==> src/rtl/sp_bram_cmd_sequencer.sv <==
// Command-mailbox sequencer for the SP BRAM shared with the PS host: polls CMD,
// fetches the job descriptor, runs the systolic array and posts STATUS back.
module sp_bram_cmd_sequencer #(
   parameter int RD_LATENCY     = 2,
   parameter int POLL_INTERVAL  = 16,
   parameter int TIMEOUT_CYCLES = 1048576,
   parameter int ADDR_WIDTH     = 32
) (
   input  logic                  clk,
   input  logic                  rst_n,
   output logic [ADDR_WIDTH-1:0] addr_sp_bram,
   output logic                  enable_sp_bram,
   output logic [3:0]            w_enable_sp_bram,
   output logic [31:0]           data_in_sp_bram,
   input  logic [31:0]           data_out_sp_bram,
   output logic                  array_start,
   input  logic                  array_done,
   output logic [31:0]           cfg_len,
   output logic [31:0]           cfg_act_base,
   output logic [31:0]           cfg_wgt_base,
   output logic [31:0]           cfg_out_base,
   output logic                  busy,
   output logic [5:0]            DEBUG_state
);

   typedef enum logic [2:0] {
      ST_IDLE      = 3'd0,
      ST_POLL_WAIT = 3'd1,
      ST_FETCH     = 3'd2,
      ST_LAUNCH    = 3'd3,
      ST_RUN       = 3'd4,
      ST_WR_STATUS = 3'd5,
      ST_CLR_CMD   = 3'd6
   } state_t;

   localparam logic [31:0]           POLL_LAST   = 32'(POLL_INTERVAL);
   localparam logic [7:0]            LAT_LAST    = 8'(RD_LATENCY - 1);
   localparam logic [7:0]            FETCH_LAST  = 8'(RD_LATENCY + 2);
   localparam logic [31:0]           TIMEOUT_W   = 32'(TIMEOUT_CYCLES);
   localparam logic [ADDR_WIDTH-1:0] ADDR_CMD    = '0;
   localparam logic [ADDR_WIDTH-1:0] ADDR_LEN    = ADDR_WIDTH'(4);
   localparam logic [ADDR_WIDTH-1:0] ADDR_STATUS = ADDR_WIDTH'(20);

   state_t      state_reg, state_next;
   logic [31:0] poll_cnt_reg, poll_cnt_next;
   logic [7:0]  step_cnt_reg, step_cnt_next;
   logic [31:0] run_cnt_reg, run_cnt_next;
   logic        done_reg, done_next;
   logic        timeout_reg, timeout_next;
   logic [31:0] run_cnt_inc;
   logic [7:0]  fetch_word;
   logic [23:0] status_cnt;

   always_ff @(posedge clk or negedge rst_n) begin
      if (!rst_n) begin
         state_reg    <= ST_IDLE;
         poll_cnt_reg <= '0;
         step_cnt_reg <= '0;
         run_cnt_reg  <= '0;
         done_reg     <= 1'b0;
         timeout_reg  <= 1'b0;
      end else begin
         state_reg    <= state_next;
         poll_cnt_reg <= poll_cnt_next;
         step_cnt_reg <= step_cnt_next;
         run_cnt_reg  <= run_cnt_next;
         done_reg     <= done_next;
         timeout_reg  <= timeout_next;
      end
   end

   // Descriptor word gi+1 was issued at FETCH step gi-1, so it lands at step gi+RD_LATENCY-1.
   for (genvar gi = 0; gi < 4; gi++) begin : g_cfg
      logic [31:0] word_reg;
      always_ff @(posedge clk or negedge rst_n) begin
         if (!rst_n)
            word_reg <= '0;
         else if (state_reg == ST_FETCH && step_cnt_reg == 8'(RD_LATENCY - 1 + gi))
            word_reg <= data_out_sp_bram;
      end
   end

   assign cfg_len      = g_cfg[0].word_reg;
   assign cfg_act_base = g_cfg[1].word_reg;
   assign cfg_wgt_base = g_cfg[2].word_reg;
   assign cfg_out_base = g_cfg[3].word_reg;

   assign busy        = !(state_reg == ST_IDLE || state_reg == ST_POLL_WAIT);
   assign DEBUG_state = {3'b000, state_reg};

   always_comb begin
      state_next       = state_reg;
      poll_cnt_next    = poll_cnt_reg;
      step_cnt_next    = step_cnt_reg;
      run_cnt_next     = run_cnt_reg;
      done_next        = done_reg;
      timeout_next     = timeout_reg;
      addr_sp_bram     = '0;
      enable_sp_bram   = 1'b0;
      w_enable_sp_bram = 4'h0;
      data_in_sp_bram  = '0;
      array_start      = 1'b0;
      run_cnt_inc      = run_cnt_reg + 32'd1;
      fetch_word       = step_cnt_reg + 8'd2;
      status_cnt       = (run_cnt_reg > 32'h00FF_FFFF) ? 24'hFF_FFFF : run_cnt_reg[23:0];

      case (state_reg)
         ST_IDLE: begin
            if (poll_cnt_reg >= POLL_LAST) begin
               enable_sp_bram = 1'b1;
               addr_sp_bram   = ADDR_CMD;
               poll_cnt_next  = '0;
               step_cnt_next  = '0;
               state_next     = ST_POLL_WAIT;
            end else begin
               poll_cnt_next = poll_cnt_reg + 32'd1;
            end
         end
         ST_POLL_WAIT: begin
            if (step_cnt_reg >= LAT_LAST) begin
               step_cnt_next = '0;
               // Word 1 is requested on the start-bit cycle so FETCH spans 4+RD_LATENCY-1 cycles.
               if (data_out_sp_bram[0]) begin
                  enable_sp_bram = 1'b1;
                  addr_sp_bram   = ADDR_LEN;
                  state_next     = ST_FETCH;
               end else begin
                  state_next = ST_IDLE;
               end
            end else begin
               step_cnt_next = step_cnt_reg + 8'd1;
            end
         end
         ST_FETCH: begin
            if (step_cnt_reg < 8'd3) begin
               enable_sp_bram = 1'b1;
               addr_sp_bram   = ADDR_WIDTH'({fetch_word, 2'b00});
            end
            if (step_cnt_reg >= FETCH_LAST) begin
               step_cnt_next = '0;
               run_cnt_next  = '0;
               if (cfg_len == 32'd0) begin
                  done_next    = 1'b1;
                  timeout_next = 1'b0;
                  state_next   = ST_WR_STATUS;
               end else begin
                  state_next = ST_LAUNCH;
               end
            end else begin
               step_cnt_next = step_cnt_reg + 8'd1;
            end
         end
         ST_LAUNCH: begin
            array_start  = 1'b1;
            run_cnt_next = '0;
            done_next    = 1'b0;
            timeout_next = 1'b0;
            state_next   = ST_RUN;
         end
         ST_RUN: begin
            run_cnt_next = run_cnt_inc;
            if (array_done) begin
               done_next  = 1'b1;
               state_next = ST_WR_STATUS;
            end else if (run_cnt_inc >= TIMEOUT_W) begin
               timeout_next = 1'b1;
               state_next   = ST_WR_STATUS;
            end
         end
         ST_WR_STATUS: begin
            enable_sp_bram   = 1'b1;
            w_enable_sp_bram = 4'hF;
            addr_sp_bram     = ADDR_STATUS;
            data_in_sp_bram  = {status_cnt, 6'b0, timeout_reg, done_reg};
            state_next       = ST_CLR_CMD;
         end
         ST_CLR_CMD: begin
            enable_sp_bram   = 1'b1;
            w_enable_sp_bram = 4'hF;
            addr_sp_bram     = ADDR_CMD;
            data_in_sp_bram  = '0;
            poll_cnt_next    = '0;
            state_next       = ST_IDLE;
         end
         default: state_next = ST_IDLE;
      endcase
   end

endmodule

==> config.mk <==
export PLATFORM = sky130hd
export DESIGN_NAME = sp_bram_cmd_sequencer
export DESIGN_NICKNAME = d
export VERILOG_FILES = /design/src/rtl/sp_bram_cmd_sequencer.sv
export SDC_FILE = /design/constraint.sdc
export NUM_CORES = 1
export LEC_CHECK = 0
export ABC_AREA = 1
export ABC_CLOCK_PERIOD_IN_PS = 2600
export CAP_MARGIN = 10
export CORE_ASPECT_RATIO = 2
export CORE_MARGIN = 10
export CORE_UTILIZATION = 45
export CTS_CLUSTER_DIAMETER = 60
export CTS_CLUSTER_SIZE = 24
export DETAILED_ROUTE_END_ITERATION = 10
export GPL_ROUTABILITY_DRIVEN = 0
export MAX_ROUTING_LAYER = met4
export PLACE_DENSITY = 0.75
export REMOVE_ABC_BUFFERS = 1
export SLEW_MARGIN = 20
export SYNTH_ARGS = -nofsm -noshare
export SYNTH_HDL_FRONTEND = slang
export SYNTH_SLANG_ARGS = --single-unit
==> constraint.sdc <==
create_clock -name clk -period 2.6 [get_ports clk]
set_clock_uncertainty 0.15 [all_clocks]
set_input_delay 0.52 -clock clk [delete_from_list [all_inputs] [get_ports clk]]
set_output_delay 0.52 -clock clk [all_outputs]
set_load 0.01 [all_outputs]
==> metrics.txt, run 1 <==
P_leak just under 6 nW; H-tree Lvls 1; CTS sink cnt approximately 210; RSZ-0062 raised after global routing yes; hold depth 2; FILL cells between 1500 and 2000; grt peak-use layer met2; fin nets 1357; register area 5130 sq um; HPWL Detailed just over 20 mm; drc violations 0; layout cells sized above 1 roughly 16%; register area share after synthesis between 50% and 60%; total track usage between 10% and 20%; slew margin rel. 44.1%; Syn Inst Count between 1000 and 1500; Final Slew Violations 0; worst setup margin -69.8 ps; crit path max fanout 4; vias per cell 4.93; slowest cell delay on critical path around 460 ps; Crit Path Class register to output port; final setup fails 6; Multi-input gate area approximately 3700 sq um; Yosys reg bits slightly above 200; Sw Share 35.8%; drt pass-1 iters 5; initial antenna violation count 0; Clock Path Buffers 3; violated checks setup timing; P_sw between 4 and 5 mW; Tightest Hold Check Type register to register; post-synthesis instance area between 9000 and 10000 sq um; post-synthesis cell type count 37; R2R cell count 12; met3 usage 6.20%; critical path startpoint category register; internal cell power between 7 and 8 mW; first-pass GRT wire length around 42 mm; mean post-synth cell area just under 9 sq um; Routed Antenna Nets 0; Placed Area around 12000 sq um; met1 Use GR between 10% and 20%; Gate power share 40.8%; CTS tree built; Die W approximately 120 um; Synthesis Warnings 0; run status complete, but fails checks; CP arrival around 2000 ps; period utilization 103%; endpoint type of the worst setup path output port; area grow syn2layout 28.7%; PortBufs 202; Reg power frac around 40%; Worst Tran Pin Value about 840 ps; CP max stage cell dfrtp_2; Avg WL per Cell around 17 um; MaxCap Viol Count 0; pin count of the biggest net entering global routing 65; cell-by-cell trace of the critical path nor3_4 -> inv_2 -> nor3_4 -> nand2_2 -> inv_8 -> a21oi_2 -> o21ai_2 -> buf_2; die area 28100 sq um; overall power approximately 12 mW; worst vdd ir approximately 730 uV; Fin Setup TNS -327 ps; clk slew on worst S/H paths 90 ps; Final Cell Area about 12000 sq um; CP most frequent cell nor3_4; clk_lat worst skew about 480 ps; DR vias between 7000 and 8000; Clk pwr share 19.3%; gr ovfl total 0; Final Hold Fails 0; grt met2 use 34.4%; Cell Pwr Density between 900 and 1000 nW/um^2; Die Height between 200 and 250 um; io pins 240; CTS Buf Count 13; vias in the first global route between 8000 and 9000; commonest non-fill, non-tap cell in the layout nand2_1; Starting Density 45.8%; Clock Root Buffer clkbuf_16; FMAX 375 MHz; n_diodes 0; final wirelength ~28 mm; Placeable Area between 20000 and 25000 sq um; Period minus WS final between 2000 and 3000 ps; WP data required between 1500 and 2000 ps; Row Count 75; Finished Core Util between 50% and 60%; most frequent cells in the layout nand2_1 (253), dfrtp_1 (203), clkdlybuf4s50_1 (164); 1st-iter DRT viols between 400 and 500
per-layer routing:
layer,vias up,share of wire [%]
met4,0,3.3
li1,3807,-
met3,61,8.3
met1,3702,35
met2,260,53
met5,-,0
cells by family after synthesis:
family | after synthesis | share of synthesized area [%]
buffers and inverters | 212 | 11.5
AO/OA/AOI/OAI | 208 | 13.5
flip-flops | 205 | 53.1
XOR/XNOR | 16 | 1.45
AND/OR/NAND/NOR | 440 | 19.3
adder cells (fa/ha/maj) | 9 | 1.16
other | 1 | 0.0388
stage by stage:
step	hold slack, ps	setup slack [ps]	cells
2_1_floorplan	74.4	272	1048
3_3_place_gp	314	-209	1551
3_5_place_dp	317	-234	1551
4_1_cts	339	-153	1576
5_1_grt	352	-204	1587
6_report	338	-69.8	1587
worst max-delay path, delay by kind of cell, from the launching register on:
family | cells | cell delay, ps
DFF | 1 | 460
and+or+nand+nor | 3 | 590
buffers and inverters | 3 | 290
AOI/OAI and AO/OA | 2 | 180
final cells by class:
class	count	share of cell area [%]
multi-input combinational	711	29.6
sequential	205	41.3
clock inverter	7	0.835
timing repair buffer	249	18.9
inverter	133	4.07
tap	269	2.71
clock buffer	13	2.61
final timing paths:
kind,from,slack [ps],to
max,state_reg[2]$_DFFE_PN0P_,-70,addr_sp_bram[2]
min,cfg_wgt_base[12]$_DFFE_PN0P_,340,cfg_wgt_base[12]$_DFFE_PN0P_
max reg2reg,run_cnt_reg[1]$_DFFE_PN0P_,130,state_reg[1]$_DFFE_PN0P_
min reg2reg,cfg_wgt_base[12]$_DFFE_PN0P_,340,cfg_wgt_base[12]$_DFFE_PN0P_
max in group asynchronous,rst_n,1180,cfg_wgt_base[17]$_DFFE_PN0P_
min in group asynchronous,rst_n,430,step_cnt_reg[7]$_DFFE_PN0P_
synthesized netlist by cell type:
cell type,count,area (sq um)
buf_6,20,225
or2_1,1,6.26
a31oi_1,1,6.26
o21ai_0,46,230
clkbuf_1,15,56.3
a211oi_1,1,7.51
inv_2,5,18.8
o22ai_1,20,125
a21oi_1,30,150
nor2_1,116,435
and2_1,1,6.26
nor3_2,1,10.0
inv_8,1,11.3
a22oi_1,1,7.51
nor2_2,6,37.5
ha_1,9,113
o21ai_1,46,230
inv_1,127,477
o21ai_2,59,517
xor2_1,14,123
o32ai_1,3,26.3
nand3_1,30,150
nor3_4,2,32.5
buf_2,4,20.0
o2111ai_1,1,8.76
dfrtp_1,205,5130
nand2_2,3,18.8
nand2_1,255,957
conb_1,1,3.75
or2_2,1,6.26
nor2_4,3,33.8
nor3_1,5,25.0
nand3_2,1,10.0
nand2_8,3,60.1
buf_4,40,300
xnor2_1,2,17.5
nand4_1,12,75.1
timing repair:
| action | CTS | global route |
|---|---|---|
| resized for setup | 92 | 70 |
| setup buffers | 3 | 9 |
| pin swaps | 5 | 7 |
| hold buffers | 1 | 0 |
| cloned | 1 | 3 |
| setup endpoints to repair | 36 | 34 |
| hold endpoints to repair | 54 | 0 |
power groups by stage:
stage	sequential (mW)	clock, mW	combinational, mW
after floorplan	5.01	0	1.72
after global placement	4.64	0	4.66
after detailed placement	4.68	0	4.73
after CTS	4.64	2.30	4.79
after global routing	4.75	2.41	5.20
final	4.64	2.25	4.75
(Power assumes the default switching activity.)
==> run 2, diff against run 1 <==
--- a/config.mk
+++ b/config.mk
@@ -18,7 +18,7 @@
 export MAX_ROUTING_LAYER = met4
 export PLACE_DENSITY = 0.75
 export REMOVE_ABC_BUFFERS = 1
-export SLEW_MARGIN = 20
+export SLEW_MARGIN = 10
 export SYNTH_ARGS = -nofsm -noshare
 export SYNTH_HDL_FRONTEND = slang
 export SYNTH_SLANG_ARGS = --single-unit
==> results of run 2 <==
The final DEF is identical to that of run 1; final timing and power are the same.
==> run 3, diff against run 2 <==
--- a/config.mk
+++ b/config.mk
@@ -8,15 +8,17 @@
 export ABC_AREA = 1
 export ABC_CLOCK_PERIOD_IN_PS = 2600
 export CAP_MARGIN = 10
-export CORE_ASPECT_RATIO = 2
+export CELL_PAD_IN_SITES_DETAIL_PLACEMENT = 1
+export CELL_PAD_IN_SITES_GLOBAL_PLACEMENT = 2
+export CORE_ASPECT_RATIO = 1.2
 export CORE_MARGIN = 10
-export CORE_UTILIZATION = 45
+export CORE_UTILIZATION = 29
 export CTS_CLUSTER_DIAMETER = 60
 export CTS_CLUSTER_SIZE = 24
 export DETAILED_ROUTE_END_ITERATION = 10
 export GPL_ROUTABILITY_DRIVEN = 0
 export MAX_ROUTING_LAYER = met4
-export PLACE_DENSITY = 0.75
+export PLACE_DENSITY = 0.8
 export REMOVE_ABC_BUFFERS = 1
 export SLEW_MARGIN = 10
 export SYNTH_ARGS = -nofsm -noshare
==> run 3 against run 2 <==
Sequential power about the same; count of clock-buffer cells in the layout is 10 higher; design area increased by 6.9%; critical endpoint is now enable_sp_bram; highest routed layer unchanged; the run still ends with setup timing left; first-iteration DRC count shrank 31%; register-to-register slack improved by 60 ps; routed wire length rose by 16%; clock power is 58% higher; combinational power grew 9.5%.
==> metrics.txt, run 3 (synthesized netlist as in run 1, its figures left out) <==
io pins 240 (unchanged); Placed Area 12200 sq um (was 11900 sq um); pin count of the biggest net entering global routing 65 (unchanged); violated checks setup timing (unchanged); clk slew on worst S/H paths 80 ps (was 90 ps); register area 5130 sq um (about the same); initial antenna violation count 0 (unchanged); Avg WL per Cell 17.6 um (was 17.4 um); family with the most delay on the worst path flip-flops (was simple AND/OR/NAND/NOR gates); Reg power frac 34.7% (was 39.8%); FMAX 361 MHz (was 375 MHz); cell-by-cell trace of the critical path inv_1 -> ha_1 -> nand2_1 -> nor3_4 -> nor2_4 -> a21oi_4 -> buf_6 -> o2111ai_4 -> buf_6 (was nor3_4 -> inv_2 -> nor3_4 -> nand2_2 -> inv_8 -> a21oi_2 -> o21ai_2 -> buf_2); DR vias 8016 (was 7830); CP arrival 2100 ps (was 2000 ps); Final Slew Violations 0 (unchanged); layout cells sized above 1 19.4% (was 16.3%); PortBufs 202 (unchanged); Multi-input gate area 3720 sq um (was 3690 sq um); P_sw 4.96 mW (was 4.17 mW); worst vdd ir 627 uV (was 728 uV); vias per cell 4.42 (was 4.93); HPWL Detailed 22.9 mm (was 20.2 mm); worst setup margin -170 ps (was -69.8 ps); critical path startpoint category register (unchanged); hold depth 2 (unchanged); final setup fails 5 (was 6); CTS sink cnt 205 (unchanged); Clock Path Buffers 3 (unchanged); reg2reg setup slack 190 ps (was 130 ps); R2R Path End run_cnt_reg[28]$_DFFE_PN0P_ (was state_reg[1]$_DFFE_PN0P_); CTS Buf Count 23 (was 13); Setup WS pre-CTS -585 ps (was -234 ps); Gate power share 38.8% (was 40.8%); n_diodes 0 (unchanged); final wirelength 31.9 mm (was 27.6 mm); r2r startpoint state_reg[1]$_DFFE_PN0P_ (was run_cnt_reg[1]$_DFFE_PN0P_); FILL cells 3922 (was 1850); Worst Tran Pin Value 822 ps (was 838 ps); Cell Pwr Density 1010 nW/um^2 (was 936 nW/um^2); die area 41100 sq um (was 28100 sq um); Row Count 73 (was 75); internal cell power 8.44 mW (was 7.47 mW); run status complete, but fails checks (unchanged); Critical Path Stages 9 (was 8); RSZ-0062 raised after global routing yes (unchanged); slew margin rel. 45.2% (was 44.1%); overall power 13.4 mW (was 11.6 mW); drt pass-1 iters 4 (was 5); vias in the first global route 8913 (was 8013); CTS tree built (unchanged); hold_sp cfg_wgt_base[28]$_DFFE_PN0P_ (was cfg_wgt_base[12]$_DFFE_PN0P_); slowest cell delay on critical path 400 ps (was 460 ps); endpoint type of the worst setup path output port (unchanged); Placeable Area 33100 sq um (was 21100 sq um); Final Cell Area 13300 sq um (was 12400 sq um); final hold slack 332 ps (was 338 ps); CP bufs+invs 3 (unchanged); H-tree Lvls 1 (unchanged); Starting Density 29.2% (was 45.8%); 1st-iter DRT viols 309 (was 450); clk_lat worst skew 550 ps (was 480 ps); CP most frequent cell buf_6 (was nor3_4); crit path max fanout 3 (was 4); Final Hold Fails 0 (unchanged); R2R cell count 9 (was 12); first-pass GRT wire length 50.3 mm (was 41.8 mm); MaxCap Viol Count 0 (unchanged); Sw Share 37.0% (was 35.8%); Clk pwr share 26.5% (was 19.3%); area grow syn2layout 37.6% (was 28.7%); Tightest Hold Check Type register to register (unchanged); CP max stage cell dfrtp_1 (was dfrtp_2); P_leak 6.19 nW (was 5.88 nW); Die W 187 um (was 124 um); gr ovfl total 0 (unchanged); Hold Path End cfg_wgt_base[28]$_DFFE_PN0P_ (was cfg_wgt_base[12]$_DFFE_PN0P_); total track usage 15.6% (was 19.3%); Routed Antenna Nets 0 (unchanged); commonest non-fill, non-tap cell in the layout nand2_1 (unchanged); WP data required 1930 ps (about the same); Die Height 220 um (was 227 um); fin nets 1391 (was 1357); most frequent cells in the layout nand2_1 (252), dfrtp_1 (204), clkdlybuf4s50_1 (164) (was nand2_1 (253), dfrtp_1 (203), clkdlybuf4s50_1 (164)); Fin Setup TNS -519 ps (was -327 ps); Crit Path Class register to output port (unchanged); period utilization 107% (was 103%); Clock Root Buffer clkbuf_16 (unchanged); drc violations 0 (unchanged); Period minus WS final 2770 ps (was 2670 ps)
run 3: metrics by stage:
step	std cells	utilization, %
4_1_cts	1806	40.1
3_3_place_gp	1748	36.9
3_5_place_dp	1748	36.9
5_1_grt	1814	40.2
6_report	1814	40.2
2_1_floorplan	1048	-
run 3: power by group through the flow:
stage | Combinational, mW | Sequential [mW] | Clock, mW
CTS | 5.13 | 4.67 | 3.67
floorplan | 1.72 | 5.01 | 0
finish | 5.20 | 4.65 | 3.55
global route | 5.75 | 4.78 | 3.79
detailed placement | 4.95 | 4.70 | 0
global placement | 4.89 | 4.66 | 0
run 3: layer usage:
metal / GRT usage (%) / vias to the layer above / part of all wire [%]
li1: - / 3916 / -
met1: 16.0 / 3846 / 38
met2: 26.4 / 210 / 48
met3: 7.99 / 44 / 11
met4: 3.55 / 0 / 2.2
met5: - / - / 0
run 3: worst reg2reg max path, stage by stage (launching register included):
cell and delay [ps]:
dfrtp_1 420, buf_4 150, buf_4 140, nor2_1 100
inv_1 60, buf_4 140, nor2_2 90, a21oi_1 130
nor2_2 710, o22ai_1 140
run 3: timing repair:
action,4_1_cts,5_1_grt
hold endpoints to repair,54,0
pin swaps,9,10
gates resized for setup,151,38
buffers inserted,15,7
setup endpoints to repair,37,36
hold buffers,1,0
cloned,1,1
run 3: worst max-delay path by stage:
| stage | startpoint | to | slack (ps) |
|---|---|---|---|
| after global routing | state_reg[0]$_DFFE_PN0P_ | addr_sp_bram[2] | -330 |
| final | step_cnt_reg[0]$_DFFE_PN0P_ | enable_sp_bram | -170 |
| after detailed placement | data_out_sp_bram[0] | addr_sp_bram[2] | -580 |
| after CTS | step_cnt_reg[4]$_DFFE_PN0P_ | enable_sp_bram | -200 |
| after global placement | data_out_sp_bram[0] | addr_sp_bram[2] | -580 |
| after floorplan | state_reg[1]$_DFFE_PN0P_ | w_enable_sp_bram[0] | 270 |
run 3: layout make-up:
class	count	area share, %
clock inverters	19	1.87
repair buffers	273	19.2
clock buffers	23	4.33
inverters	133	3.81
flip-flops and latches	205	38.6
multi-input cells	711	28.0
well taps	450	4.23
